`src/rtl/tlul_host_arb_pkg.sv`:
```
// Shared constants and state type for the two-host TL-UL arbiter.
// Host 0 is the instruction fetch port, host 1 the data port.
package tlul_host_arb_pkg;

   localparam int NumHosts = 2;
   localparam logic HostInstr = 1'b0;
   localparam logic HostData  = 1'b1;

   typedef enum logic {
      ArbIdle,
      ArbHold
   } arb_state_e;

endpackage

```
`src/rtl/tlul_pkg.sv`:
```
// TL-UL channel bundles shared by hosts, arbiter and crossbar.
// Only the fields this slice of the fabric carries are modelled.
package tlul_pkg;

   localparam int TlSrcW = 8;

   typedef struct packed {
      logic              a_valid;
      logic [2:0]        a_opcode;
      logic [2:0]        a_param;
      logic [1:0]        a_size;
      logic [TlSrcW-1:0] a_source;
      logic [31:0]       a_address;
      logic [3:0]        a_mask;
      logic [31:0]       a_data;
      logic              d_ready;
   } tl_h2d_t;

   typedef struct packed {
      logic              d_valid;
      logic [2:0]        d_opcode;
      logic [2:0]        d_param;
      logic [1:0]        d_size;
      logic [TlSrcW-1:0] d_source;
      logic              d_sink;
      logic [31:0]       d_data;
      logic              d_error;
      logic              a_ready;
   } tl_d2h_t;

endpackage

```
`src/rtl/tlul_host_arb_cnt.sv`:
```
// Per-host outstanding request counter for the TL-UL host arbiter.
// Never wraps: it stops at MaxOut and never drops below zero.
module tlul_host_arb_cnt
   import tlul_host_arb_pkg::*;
#(
   parameter int MaxOut = 2,
   parameter int CntW   = $clog2(MaxOut + 1)
) (
   input  logic            clk_i,
   input  logic            rst_i,
   input  logic            inc,
   input  logic            dec,
   output logic [CntW-1:0] count,
   output logic            at_max
);

   localparam logic [CntW-1:0] Max = CntW'(MaxOut);

   assign at_max = (count == Max);

   // Count issued minus retired; simultaneous inc/dec leaves it unchanged
   always_ff @(posedge clk_i or posedge rst_i) begin
      if (rst_i) begin
         count <= '0;
      end else if (inc && !dec && !at_max) begin
         count <= count + 1'b1;
      end else if (dec && !inc && (count != '0)) begin
         count <= count - 1'b1;
      end
   end

endmodule

```
`src/rtl/tlul_host_arbiter.sv`:
```
// Two-host TL-UL arbiter merging instruction and data hosts onto one port.
// Define TLUL_HOST_ARB_RR_EN for round-robin ties; default is data priority.
module tlul_host_arbiter
   import tlul_pkg::*;
   import tlul_host_arb_pkg::*;
#(
   parameter int MaxOutstanding = 2,
   parameter int HostSrcW       = 7
) (
   input  logic    clk_i,
   input  logic    rst_i,
   input  tl_h2d_t tl_h_i [NumHosts],
   output tl_d2h_t tl_h_o [NumHosts],
   output tl_h2d_t tl_d_o,
   input  tl_d2h_t tl_d_i,
   output logic    busy_o
);

   localparam int CntW = $clog2(MaxOutstanding + 1);

   arb_state_e          state, state_nxt;
   logic                hold_idx, hold_idx_nxt;
   logic                sel, gnt_vld;
   logic                a_hs, d_hs, d_idx;
   logic [NumHosts-1:0] elig, at_max, inc, dec;
   logic [CntW-1:0]     cnt [NumHosts];
`ifdef TLUL_HOST_ARB_RR_EN
   logic                last_gnt;
`endif

   assign d_idx = tl_d_i.d_source[0];
   assign a_hs  = tl_d_o.a_valid & tl_d_i.a_ready;
   assign d_hs  = tl_d_i.d_valid & tl_h_i[d_idx].d_ready;

   assign elig = {tl_h_i[1].a_valid & ~at_max[1],
                  tl_h_i[0].a_valid & ~at_max[0]};
   assign inc  = {a_hs & sel, a_hs & ~sel};
   assign dec  = {d_hs & d_idx, d_hs & ~d_idx};

   assign busy_o = (cnt[0] != '0) | (cnt[1] != '0) |
                   (state == ArbHold);

   // Pick the granted host: locked while holding, else arbitrate
   always_comb begin
      sel     = HostInstr;
      gnt_vld = 1'b0;
      if (state == ArbHold) begin
         sel     = hold_idx;
         gnt_vld = 1'b1;
      end else begin
         gnt_vld = |elig;
         if (elig[HostInstr] && elig[HostData]) begin
`ifdef TLUL_HOST_ARB_RR_EN
            sel = ~last_gnt;
`else
            sel = HostData;
`endif
         end else if (elig[HostData]) begin
            sel = HostData;
         end else begin
            sel = HostInstr;
         end
      end
   end

   // Forward the granted A channel with the host index tagged in a_source
   always_comb begin
      tl_d_o          = tl_h_i[sel];
      tl_d_o.a_valid  = gnt_vld & tl_h_i[sel].a_valid;
      tl_d_o.a_source = TlSrcW'({tl_h_i[sel].a_source[HostSrcW-1:0], sel});
      tl_d_o.d_ready  = tl_h_i[d_idx].d_ready;
   end

   // Steer D beats by the tag bit and strip it; a_ready only to the grantee
   always_comb begin
      for (int i = 0; i < NumHosts; i++) begin
         tl_h_o[i]          = tl_d_i;
         tl_h_o[i].d_valid  = tl_d_i.d_valid & (d_idx == i[0]);
         tl_h_o[i].d_source = TlSrcW'(tl_d_i.d_source[HostSrcW:1]);
         tl_h_o[i].a_ready  = tl_d_i.a_ready & gnt_vld & (sel == i[0]);
      end
   end

   // Lock onto a stalled grant until its A handshake completes
   always_comb begin
      state_nxt    = state;
      hold_idx_nxt = hold_idx;
      unique case (state)
         ArbIdle: begin
            if (tl_d_o.a_valid && !tl_d_i.a_ready) begin
               state_nxt    = ArbHold;
               hold_idx_nxt = sel;
            end
         end
         ArbHold: begin
            if (a_hs) begin
               state_nxt = ArbIdle;
            end
         end
      endcase
   end

   // Arbiter state and locked host index
   always_ff @(posedge clk_i or posedge rst_i) begin
      if (rst_i) begin
         state    <= ArbIdle;
         hold_idx <= HostInstr;
      end else begin
         state    <= state_nxt;
         hold_idx <= hold_idx_nxt;
      end
   end

`ifdef TLUL_HOST_ARB_RR_EN
   // Remember the last accepted host so ties alternate
   always_ff @(posedge clk_i or posedge rst_i) begin
      if (rst_i) begin
         last_gnt <= HostInstr;
      end else if (a_hs) begin
         last_gnt <= sel;
      end
   end
`endif

   tlul_host_arb_cnt #(
      .MaxOut (MaxOutstanding),
      .CntW   (CntW)
   ) u_cnt_instr (
      .clk_i  (clk_i),
      .rst_i  (rst_i),
      .inc    (inc[HostInstr]),
      .dec    (dec[HostInstr]),
      .count  (cnt[HostInstr]),
      .at_max (at_max[HostInstr])
   );

   tlul_host_arb_cnt #(
      .MaxOut (MaxOutstanding),
      .CntW   (CntW)
   ) u_cnt_data (
      .clk_i  (clk_i),
      .rst_i  (rst_i),
      .inc    (inc[HostData]),
      .dec    (dec[HostData]),
      .count  (cnt[HostData]),
      .at_max (at_max[HostData])
   );

endmodule
```
`config.mk`:
```
export PLATFORM = sky130hd
export DESIGN_NAME = tlul_host_arbiter
export DESIGN_NICKNAME = d
export VERILOG_FILES = /design/src/rtl/tlul_host_arb_pkg.sv /design/src/rtl/tlul_pkg.sv /design/src/rtl/tlul_host_arb_cnt.sv /design/src/rtl/tlul_host_arbiter.sv
export SDC_FILE = /design/constraint.sdc
export NUM_CORES = 1
export LEC_CHECK = 0
export ABC_AREA = 1
export BUFFER_PORTS_ARGS = -buffer_cell sky130_fd_sc_hd__buf_4
export CORE_AREA = 2 2 162 164
export DETAILED_ROUTE_END_ITERATION = 7
export DIE_AREA = 0 0 164 166
export PLACE_DENSITY = 0.45
export SLEW_MARGIN = 20
export SYNTH_ARGS = -nofsm -noshare
export SYNTH_HDL_FRONTEND = slang
export SYNTH_SLANG_ARGS = --single-unit
```
`constraint.sdc`:
```
create_clock -name clk_i -period 1.97 [get_ports clk_i]
set_input_delay 0.0985 -clock clk_i [delete_from_list [all_inputs] [get_ports clk_i]]
set_output_delay 0.0985 -clock clk_i [all_outputs]
set_load 0.005 [all_outputs]
```
; ---- After elaboration in Yosys (flattened, before gate mapping)
; Cells that the tools add are included.
[word_totals]
ff_bits = 6
[op_classes]
n_addsub = 4
n_lt_le_gt_ge = 2
eq_ne = 2
n_mux = 17
bitwise_logic = 23
reduce_logical = 23
[op_table]
columns = op, n
row1 = 86-bit 2-to-1 mux, 3
row2 = 1-bit AND, 14
row3 = 1-bit logical AND, 10
row4 = 1-bit 2-to-1 mux, 9
row5 = 2-bit 2-to-1 mux, 4
row6 = 2-bit nonzero test, 4
row7 = 1-bit zero test, 7
row8 = 1-bit NOT, 5
row9 = "2-bit by 1-bit adder with 2-bit output, second input constant", 2
row10 = "2-bit equality test, second input constant", 2
row11 = "2-bit greater-or-equal comparator, second input constant", 2
row12 = 1-bit NOT with 2-bit output, 2
row13 = "2-bit by 1-bit subtractor with 2-bit output, second input constant", 2
row14 = 1-bit bitwise OR, 2
row15 = 1-bit one-hot mux with 2 select lines, 1
row16 = 2-bit AND reduction, 1
row17 = 2-bit OR reduction, 1

; ---- Longest topological paths before layout
; Gate-level depths: netlist (run 1).
[depth]
depth_word = 18
mapped_depth = 11

; ---- Modules after synthesis
; A second synthesis (run 1) with hierarchy kept.
[unflattened]
hier_cells = 461
area_unflattened_um2 = 2336.0
[by_module_without_submodules]
columns = mod, instances, cells_per_inst, area_per_inst_um2, seq_area_each_um2
row1 = tlul_host_arbiter, 1, 415, 2065.7, 50.0
row2 = tlul_host_arb_cnt, 2, 23, 135.1, 50.0

; ---- Worst setup path before layout (run 1)
; OpenSTA, ideal clock, no wires.
[synth_path]
path_kind = reg2out
start = register u_cnt_data.count[0]
end = output port tl_d_o[23] (netlist name)
t_arrival_ps = 1184
required_ps = 1871
path_slack_ps = 688
stages_incl_launch_ff = 10
n_path_buf = 2
path_cell_list = dfrtp_1 > inv_1 > nand2_2 > nand3_2 > nand2_2 > inv_2 > buf_4 > buf_4 > nand2_1 > nand2_1
[synth_rtl]
columns = item, line
row1 = start: declaration, tlul_host_arb_cnt.sv:13  ; output logic [CntW-1:0] count,
row2 = start signal: assignment, tlul_host_arb_cnt.sv:26  ; count <= count + 1'b1;
row3 = start signal: assignment, tlul_host_arb_cnt.sv:28  ; count <= count - 1'b1;
row4 = end: declaration, tlul_host_arbiter.sv:14  ; output tl_h2d_t tl_d_o,

==> metrics.yaml, run 1 <==
cells_and_area:
  fin_util_pct: 15.8
  drive_above_1_share_pct: 47.6
  multi_input_area_sq_mm: 0.00125
  fill_cells: 2984
  areaGrowthSynthToFinish_pct: 75.5
  layout.nets: 829
  layout.area.seq_sq_um: 150
  instances_no_fill: 936
  antennaDiodeCount: 0
power_and_ir_drop:
  power_density_mw_per_mm2: 1130
  p_leak_uw: 0.00239
  ir_drop_mv: 0.569
  p_total_uw: 4570
drt:
  drtIter0Drc: 57
  antenna_left: 0
  drt-vias-per-instance: 3.25
  drcViolationCount: 0
  routed_wl_mm: 10.1
  wire_per_inst_microns: 10.7
  num_vias: 3045
  first_pass_iters: 4
floorplan:
  fp.dieH_microns: 166
  die_w_microns: 164
  pin_count: 417
  die_area_sq_mm: 0.0272
  core_sq_mm: 0.0256
  std_cell_rows: 59
  start_util_pct: 9.01
synthesis:
  yosys_warnings: 0
  synth_cell_type_count: 21
  synthesis.area_sq_mm: 0.00231
  async_flop_share_pct: 100
  synth_seq_cells: 6
  synth_ff_type: "dfrtp_1"
  synthCells: 445
  synth-seq-area-share_pct: 6.50
  synth-edff-count: 0
  avgSynthCellArea_sq_um: 5.19
worst_hold_path:
  min_to: "tl_h_o[36]"
  worstHoldPathCells: 0
  hold_class: "primary input to primary output"
  min_from: "tl_d_i[37]"
critical_path:
  required_ns: 1.87
  r2r_end: "u_cnt_data.count[0]"
  r2r-start: "u_cnt_data.count[0]"
  arrival_ns: 1.70
  endpoint_kind: "primary output"
  crit_type: "register to primary output"
  r2r_cells: 11
  ff2ff_setup_slack_ns: 0.51
  cp_max_fo: 45
  crit_path_start_kind: "register"
cts:
  cts_tree: "built"
  cts_buffer_depth: 2
  clk_pin_slew_ns: 0.03
  clock_latency_ns: 0.23
  cts_buffers: 3
  cts.sinks: 6
  cts_root_buf: "clkbuf_16"
  post_cts_buffers: 0
  htree_levels: 1
sta:
  max_clock_freq_mhz: 558
  slew_violations: 0
  hold_viol_final: 0
  setup_viol: 0
  rsz0062_at_grt: "no"
  fin_skew_ns: 0.00163
  fin_hold_ws_ns: 0.197
  fin_tns_setup_ns: 0
  min_period_over_period_pct: 91.0
  min_period_ns: 1.79
placed_design:
  hpwl_mm: 8.78
  gp_congestion: 0.736
  io_buffers: 265
  post-place-cells: 932
global_routing:
  grt_first_pass_wirelength_mm: 14.4
  antenna_found_initial: 0
  first_global_vias: 2893
  overflow: 0
  grtUsageTotal_pct: 6.60
  grt_max_degree: 46
run:
  drv_cap: 0
run_status:
  status: "complete, no violations"
## metrics by stage
stage | cell area, sq um | setup slack (ns)
after detailed placement | 3970 | 0.388
final | 4050 | 0.176
after global routing | 4050 | 0.0282
after CTS | 4050 | 0.136
after global placement | 3970 | 0.390
after floorplan | 2310 | 0.688
## power by group
part,switching (uW),internal [uW]
Combinational,1990,2000
Sequential,61.0,189
Clock,69.8,261
## cell usage after synthesis (2+ instances only)
library cell	instances	area share, %
nand2_2	3	0.81
dfrtp_1	6	6.5
buf_2	9	2.0
clkbuf_1	3	0.49
nand3_2	2	0.87
nand2_1	268	44
buf_4	107	35
nand4_1	5	1.4
inv_1	12	2.0
nand3b_1	2	0.65
nand3_1	12	2.6
inv_2	4	0.65
nor2_1	4	0.65
## worst max path at each step
stage	start	endpoint	slack [ns]	cells after the start
4_1_cts	u_cnt_data.count[0]	tl_d_o[74]	0.14	9
3_5_place_dp	u_cnt_data.count[0]	tl_d_o[74]	0.39	9
5_1_grt	u_cnt_data.count[0]	tl_d_o[74]	0.03	9
6_report	u_cnt_data.count[0]	tl_d_o[60]	0.18	9
2_1_floorplan	u_cnt_data.count[0]	tl_d_o[23]	0.69	9
3_3_place_gp	u_cnt_data.count[0]	tl_d_o[74]	0.39	9
## cell usage in the layout (no fill, tap or decap), types with 3 or more instances in the layout
cell type,count
nand4_1,5
clkbuf_16,3
inv_1,12
inv_2,4
buf_4,265
nand3_1,12
nand2_1,268
buf_12,5
nor2_1,4
dfrtp_1,6
## final cells by class
class                      instances  share of cell area (%)
tap                              335                    10.3
timing repair buffer             271                    51.8
multi-input combinational        305                    30.8
clock buffer                       3                    1.85
sequential                         6                    3.71
inverter                          16                    1.48
## repair_timing
item                                   4_1_cts  5_1_grt
gates resized for setup                      0        0
setup endpoints to repair                    0        0
hold buffers                                 1        0
endpoints found under the hold margin        6        0
## per-layer routing
metal  GRT usage [%]  wire length [microns]  vias up
met1            5.87                   3150     1225
met4            2.75                    436        0
met5               0                      0        -
li1                -                      -     1545
met3            2.27                   1410       42
met2            13.2                   5060      233
## critical path, cell delays in order, from the launching register on
cell     delay, ns
dfrtp_1       0.40
inv_1         0.09
nand2_2       0.08
nand3_2       0.10
nand2_4       0.06
inv_2         0.18
buf_12        0.24
nand2_1       0.07
nand2_1       0.08
buf_4         0.11
## logic make-up (layout without fill, tap and decap cells)
kind of cell / Yosys count / after routing / share of synthesized area [%]
simple gates: 300 / 300 / 52.6
buf+inv: 135 / 290 / 39.8
flops: 6 / 6 / 6.50
compound gates: 3 / 3 / 0.921
other cells: 1 / 2 / 0.162
Note: power is estimated with default switching activity, not from simulation.
==> run 2: changes to the inputs <==
--- a/config.mk
+++ b/config.mk
@@ -7,11 +7,12 @@
 export LEC_CHECK = 0
 export ABC_AREA = 1
 export BUFFER_PORTS_ARGS = -buffer_cell sky130_fd_sc_hd__buf_4
-export CORE_AREA = 2 2 162 164
+export CORE_AREA = 2 2 163 165
 export DETAILED_ROUTE_END_ITERATION = 7
-export DIE_AREA = 0 0 164 166
+export DIE_AREA = 0 0 165 167
 export PLACE_DENSITY = 0.45
 export SLEW_MARGIN = 20
 export SYNTH_ARGS = -nofsm -noshare
 export SYNTH_HDL_FRONTEND = slang
+export SYNTH_HIERARCHICAL = 1
 export SYNTH_SLANG_ARGS = --single-unit
==> run 2 against run 1 <==
Area after synthesis rose by 1.2%. Critical path type unchanged. Clock power fell by 2%. Cell count rose by 1.9%. Largest power group unchanged.
==> metrics.yaml, run 2 <==
run_status:
  status: "complete, no violations"
synthesis:
  synth_commonest_cells: "nand2_1, buf_4, inv_1"
  synth_most_common_cell: "nand2_1"
  synthesis.area_sq_mm: 0.00234  # +1.2%
  synth_area_leader_cell: "nand2_1"
  yosys_warnings: 6  # +6
  synth-seq-area-share_pct: 6.43  # -0.077 points
  avgSynthCellArea_sq_um: 5.07  # -2.3%
  async_flop_share_pct: 100  # unchanged
  synth_cell_type_count: 17  # -19%
  synth-edff-count: 0  # unchanged
  synth_top_area_share_pct: 44.2  # +0.61 points
  synth_ff_type: "dfrtp_1"
  synth_seq_cells: 6  # unchanged
  synth_area_leaders: "nand2_1, buf_4, dfrtp_1, inv_1, buf_6"
  synthCells: 461  # +3.6%
critical_path:
  crit_chain: "inv_1 -> nand2_1 -> inv_1 -> inv_1 -> nand3_1 -> nand2_4 -> inv_8 -> clkbuf_16 -> nand2_1 -> nand2_1 -> buf_4"
  critPathMaxStageDelay_ns: 0.40  # about the same
  crit_type: "register to primary output"
  cp_max_fo: 22  # -51%
  r2r-start: "u_cnt_data/count[0]"
  crit_path_start_kind: "register"
  required_ns: 1.87  # about the same
  endpoint_kind: "primary output"
  startpoint: "u_cnt_data/count[0]"
  slowest_stage: "dfrtp_1"
  r2r_end: "u_cnt_instr/count[0]"
  critPathBufInv: 6  # +2
  critical-path-top-delay-family: "buffers and inverters"
  r2r_cells: 12  # +1
  ff2ff_setup_slack_ns: 0.27  # -0.24 ns
  arrival_ns: 1.72  # +0.02 ns
global_routing:
  grtUsageTotal_pct: 6.33  # -0.26 points
  grt_first_pass_wirelength_mm: 14.0  # -2.8%
  overflow: 0  # unchanged
  grt_max_degree: 46  # unchanged
  first_global_vias: 2814  # -2.7%
  antenna_found_initial: 0  # unchanged
run:
  drv_cap: 0  # unchanged
power_and_ir_drop:
  p_leak_uw: 0.00246  # +2.9%
  ir_drop_mv: 0.352  # -38%
  power_density_mw_per_mm2: 954  # -15%
floorplan:
  die_w_microns: 165  # +0.61%
  die_area_sq_mm: 0.0276  # +1.2%
  core_sq_mm: 0.0258  # +0.58%
  std_cell_rows: 59  # unchanged
  start_util_pct: 9.07  # +0.055 points
  pin_count: 417  # unchanged
  fp.dieH_microns: 167  # +0.60%
worst_hold_path:
  worstHoldPathCells: 2  # +2
  min_from: "tl_d_i[0]"
  hold_class: "primary input to register"
placed_design:
  io_buffers: 265  # unchanged
  post-place-cells: 947  # +1.6%
  gp_congestion: 0.706  # -4.1%
  hpwl_mm: 8.39  # -4.4%
  placed_cell_area_sq_mm: 0.00393  # -0.91%
drt:
  met1_length_mm: 3.69  # +17%
  highest_layer: "met4"
  drcViolationCount: 0  # unchanged
  wl_met2_mm: 5.08  # +0.38%
  drt-vias-per-instance: 3.22  # -0.92%
  first_pass_iters: 4  # unchanged
  wire_per_inst_microns: 11.2  # +4.0%
  routed_wl_mm: 10.7  # +6.0%
  drtIter0Drc: 134  # +140%
  num_vias: 3075  # +0.99%
  antenna_left: 0  # unchanged
  wl_met3_mm: 1.54  # +9.1%
cts:
  post_cts_buffers: 0  # unchanged
  htree_levels: 1  # unchanged
  cts_tree: "built"
  cts.sinks: 6  # unchanged
  cts_buffer_depth: 2  # unchanged
  cts_buffers: 3  # unchanged
  clock_latency_ns: 0.23  # about the same
  cts_root_buf: "clkbuf_16"
  clk_pin_slew_ns: 0.03  # about the same
sta:
  hold_viol_final: 0  # unchanged
  rsz0062_at_grt: "no"
  fin_skew_ns: 0.00226  # +0.000631 ns
  min_period_ns: 1.82  # +0.0292 ns
  fin_tns_setup_ns: 0  # unchanged
  max_clock_freq_mhz: 549  # -1.6%
  slew_violations: 0  # unchanged
  fin_hold_ws_ns: 0.131  # -0.0657 ns
  setup_viol: 0  # unchanged
  min_period_over_period_pct: 92.5  # +1.5 points
cells_and_area:
  fin_util_pct: 16.0  # +0.16 points
  layout.nets: 847  # +2.2%
  final_common_cell: "nand2_1"
  fin_area_sq_mm: 0.00412  # +1.6%
  areaGrowthSynthToFinish_pct: 76.2
  antennaDiodeCount: 0  # unchanged
  drive_above_1_share_pct: 45.1  # -2.5 points
  instances_no_fill: 954  # +1.9%
  layout_common_cells: "nand2_1, buf_4, inv_1"
[run 2: changes by cell type after synthesis, sizes merged, moves of 2 or more]
cell,before,now
inv,16,28
nand2,272,276
buf,116,118
nand4,5,1
nor2,6,8
clkbuf,3,1
nand3b,2,0
nor3,1,4
o21ai,2,4
[run 2: final cells by class]
| class | instances | area [sq um] |
|---|---|---|
| clock buffer | 3 | 75.1 |
| fill | 2986 | 21600 |
| inverter | 28 | 113 |
| multi-input combinational | 309 | 1200 |
| sequential | 6 | 150 |
| tap | 335 | 419 |
| timing repair buffer | 273 | 2150 |
[run 2: how the worst max path moves through the flow]
stage | end | cells past startpoint | slack, ns
finish | tl_d_o[67] | 11 | 0.15
global route | tl_d_o[22] | 11 | 0.006
CTS | tl_d_o[34] | 11 | 0.01
detailed placement | tl_d_o[34] | 11 | 0.17
global placement | tl_d_o[34] | 11 | 0.16
floorplan | u_cnt_data/count[0] | 14 | 0.35
[run 2: power breakdown]
part | internal [uW] | leakage, uW | switching, uW | total, uW
Combinational | 1700 | 0.00235 | 1650 | 3350
Sequential | 184 | 0.0000711 | 67.0 | 251
Clock | 260 | 0.0000370 | 63.6 | 324
Total | 2140 | 0.00246 | 1780 | 3920
[run 2: cell families after synthesis]
logic type | share of synthesized area (%)
AOI/OAI and AO/OA | 0.857
DFF | 6.43
buffers and inverters | 42.6
and+or+nand+nor | 49.9
other | 0.161
[run 2: per-stage QoR]
stage | setup WS [ns] | total power (uW)
final | 0.147 | 3920
after CTS | 0.0123 | 3740
after floorplan | 0.352 | 1930
after detailed placement | 0.165 | 3390
after global routing | 0.00558 | 4400
after global placement | 0.161 | 3390
[run 2: repair_timing]
| action | in CTS | in global routing |
|---|---|---|
| setup endpoints to repair | 39 | 47 |
| gates cloned | 0 | 3 |
| hold endpoints to repair | 6 | 0 |
| gates resized for setup | 1 | 7 |
| hold buffers | 1 | 0 |
[run 2: layer usage]
layer,up-vias,track usage (%)
met3,38,3.41
li1,1579,-
met2,211,11.5
met5,-,0
met4,0,2.23
met1,1247,5.95
==> run 3: changes to the inputs <==
--- a/config.mk
+++ b/config.mk
@@ -5,11 +5,11 @@
 export SDC_FILE = /design/constraint.sdc
 export NUM_CORES = 1
 export LEC_CHECK = 0
-export ABC_AREA = 1
+export ABC_AREA = 0
 export BUFFER_PORTS_ARGS = -buffer_cell sky130_fd_sc_hd__buf_4
-export CORE_AREA = 2 2 163 165
+export CORE_AREA = 2 2 164 166
 export DETAILED_ROUTE_END_ITERATION = 7
-export DIE_AREA = 0 0 165 167
+export DIE_AREA = 0 0 166 168
 export PLACE_DENSITY = 0.45
 export SLEW_MARGIN = 20
 export SYNTH_ARGS = -nofsm -noshare
==> constraint.sdc (replaced) <==
create_clock -name clk_i -period 2.35 [get_ports clk_i]
set_input_delay 0.1175 -clock clk_i [delete_from_list [all_inputs] [get_ports clk_i]]
set_output_delay 0.1175 -clock clk_i [all_outputs]
set_load 0.005 [all_outputs]
==> run 3 against run 2 <==
Sequential power shrank 24%. Utilization fell by 0.19 points. Sequential cell count unchanged.
==> metrics.yaml, run 3 <==
run_status:
  status: "complete, no violations"
cts:
  htree_levels: 1  # unchanged
  cts_buffer_depth: 2  # unchanged
  cts_tree: "built"
  cts.sinks: 6  # unchanged
  clock_latency_ns: 0.23  # about the same
  clk_pin_slew_ns: 0.03  # about the same
  cts_buffers: 3  # unchanged
  cts_root_buf: "clkbuf_16"
floorplan:
  pin_count: 417  # unchanged
  std_cell_rows: 60  # +1.7%
  start_util_pct: 9.00  # -0.064 points
  fp.dieH_microns: 168  # +0.60%
  die_w_microns: 166  # +0.61%
  core_sq_mm: 0.0264  # +2.3%
  die_area_sq_mm: 0.0279  # +1.2%
sta:
  min_period_ns: 2.19
  max_clock_freq_mhz: 456
  fin_skew_ns: 0.00321  # +0.000954 ns
  min_period_over_period_pct: 93.3
  setup_viol: 0  # unchanged
  fin_tns_setup_ns: 0  # unchanged
  rsz0062_at_grt: "no"
  hold_viol_final: 0  # unchanged
  slew_violations: 0  # unchanged
  fin_hold_ws_ns: 0.166  # +0.0351 ns
synthesis:
  synthesis.area_sq_mm: 0.00237  # +1.6%
  yosys_warnings: 6  # unchanged
  synth_most_common_cell: "buf_4"
  synth_area_leaders: "buf_4, mux2_4, mux2_2, dfrtp_1, buf_6"
  synth_area_leader_cell: "buf_4"
  synth_seq_cells: 6  # unchanged
  synth_top_area_share_pct: 32.0  # -12 points
  async_flop_share_pct: 100  # unchanged
  synth-edff-count: 0  # unchanged
  avgSynthCellArea_sq_um: 9.45  # +87%
  synth-seq-area-share_pct: 6.33  # -0.098 points
  synth_cell_type_count: 27  # +10
  synth_ff_type: "dfrtp_1"
  synthCells: 251  # -46%
  synth_commonest_cells: "buf_4, mux2_2, mux2_4"
cells_and_area:
  layout_common_cells: "buf_4, mux2_2, mux2_4"
  layout.nets: 649  # -23%
  antennaDiodeCount: 0  # unchanged
  final_common_cell: "buf_4"
  drive_above_1_share_pct: 87.2  # +42 points
  multi_input_area_sq_mm: 0.00137  # +14%
  layout.area.seq_sq_um: 150  # unchanged
  areaGrowthSynthToFinish_pct: 75.3
  fin_area_sq_mm: 0.00416  # +1.0%
  fill_cells: 2975  # -0.37%
critical_path:
  critical-path-top-delay-family: "multiplexers"
  crit_path_start_kind: "register"
  crit_type: "register to primary output"
  critPathMaxStageDelay_ns: 0.43  # +0.03 ns
  critPathBufInv: 3  # -3
  slowest_stage: "dfrtp_1"
  cp_max_fo: 15  # -32%
  endpoint_kind: "primary output"
  required_ns: 2.23  # +0.36 ns
  crit_chain: "nor2_1 -> nor2b_2 -> mux2_4 -> buf_12 -> buf_4 -> mux2_4 -> buf_4"
  arrival_ns: 2.08  # +0.36 ns
global_routing:
  antenna_found_initial: 0  # unchanged
  overflow: 0  # unchanged
  grtUsageTotal_pct: 5.53  # -0.80 points
  first_global_vias: 2212  # -21%
  grt_max_degree: 40  # -13%
  grt_first_pass_wirelength_mm: 12.4  # -12%
drt:
  antenna_left: 0  # unchanged
  highest_layer: "met4"
  num_vias: 2305  # -25%
  wl_met3_mm: 1.03  # -33%
  drtIter0Drc: 32  # -76%
  met1_length_mm: 3.49  # -5.5%
  drt-vias-per-instance: 3.02  # -6.2%
  wire_per_inst_microns: 11.5  # +2.6%
  first_pass_iters: 4  # unchanged
  wl_met2_mm: 3.98  # -22%
  routed_wl_mm: 8.73  # -18%
  drcViolationCount: 0  # unchanged
placed_design:
  hpwl_mm: 7.62  # -9.2%
  placed_cell_area_sq_mm: 0.00406  # +3.4%
  gp_congestion: 0.636  # -10%
  io_buffers: 265  # unchanged
power_and_ir_drop:
  p_sw_uw: 930  # -48%
  p_comb_share_pct: 83.4  # -2.0 points
  clockPowerShare_pct: 9.8  # +1.6 points
  p_leak_uw: 0.00209  # -15%
  p_int_uw: 1890  # -12%
  seqPwrFrac_pct: 6.8  # +0.4 points
  switching_share_pct: 33.0  # -12 points
  power_density_mw_per_mm2: 678  # -29%
  ir_drop_mv: 0.296  # -16%
run:
  drv_cap: 0  # unchanged
worst_hold_path:
  hold_class: "primary input to register"
[run 3: cell count changes in the layout (fill, tap and decap cells not counted), moves of 3 or more]
cell | before | now
nor2_1 | 8 | 5
nand2_1 | 275 | 7
nand2b_1 | 0 | 3
clkbuf_16 | 6 | 3
and2_1 | 0 | 3
mux2_4 | 0 | 38
inv_1 | 26 | 5
nor2b_1 | 0 | 4
buf_4 | 265 | 272
mux2_2 | 0 | 47
nand3_1 | 13 | 1
[run 3: repair_timing]
| action | CTS | global route |
|---|---|---|
| gates resized for setup | 0 | 1 |
| hold buffers | 1 | 0 |
| endpoints found under the setup margin | 11 | 49 |
| pin swaps | 0 | 0 |
| hold endpoints to repair | 6 | 0 |
| buffers inserted | 1 | 0 |
[run 3: layout make-up]
class,count,area share (%)
clock buffers,3,1.81
inverters,6,0.542
multi-input cells,130,33.0
flip-flops and latches,6,3.61
well taps,341,10.3
repair buffers,276,50.8
[run 3: worst reg2reg max path, cell delays in order, from the launching register on]
cell     delay, ns
dfrtp_1       0.43
nor2_1        0.23
nor2b_2       0.10
o31ai_1       0.18
and3_1        0.26
nor2b_1       0.09
a221o_1       0.31
[run 3: metrics by stage]
step                      util (%)  worst slack, ns  power [uW]  cells
after floorplan                  -            0.692        1570    252
after global placement        15.4            0.239        2570    757
after detailed placement      15.4            0.228        2570    757
after CTS                     15.8           0.0742        2870    762
after global routing          15.8           0.0548        3000    762
final                         15.8            0.156        2820    762
[run 3: worst paths after layout]
| check | from | to | slack (ns) | depth (start not counted) |
|---|---|---|---|---|
| setup / recovery | u_cnt_data/count[0] | tl_d_o[54] | 0.16 | 7 |
| hold / removal | tl_d_i[0] | register | 0.17 | 2 |
| setup reg to reg | u_cnt_data/count[0] | u_cnt_instr/count[0] | 0.63 | 6 |
| hold reg to reg | hold_idx | hold_idx | 0.57 | 1 |
| max in group asynchronous | rst_i | hold_idx | 1.92 | 3 |
| min in group asynchronous | rst_i | u_cnt_instr/count[0] | 0.32 | 3 |
[run 3: cell families (layout without fill, tap and decap cells)]
family,after synthesis,in the layout,share of synthesized area [%]
AOI/OAI and AO/OA,9,9,3.11
xor gates and xnor gates,2,2,0.739
buffers and inverters,116,285,36.1
DFF,6,6,6.33
muxes,86,86,46.8
other,1,2,0.158
and+or+nand+nor,31,31,6.75
[run 3: power groups by stage]
stage,clock [uW],sequential [uW],combinational (uW)
after floorplan,0,178,1390
after CTS,282,191,2400
final,277,191,2350
after global placement,0,192,2380
after detailed placement,0,191,2380
after global routing,289,197,2520
[run 3: layer usage]
layer,global-route usage (%),up-vias
met1,6.97,989
met3,2.14,26
li1,-,1092
met4,1.78,0
met5,0,-
met2,8.70,198
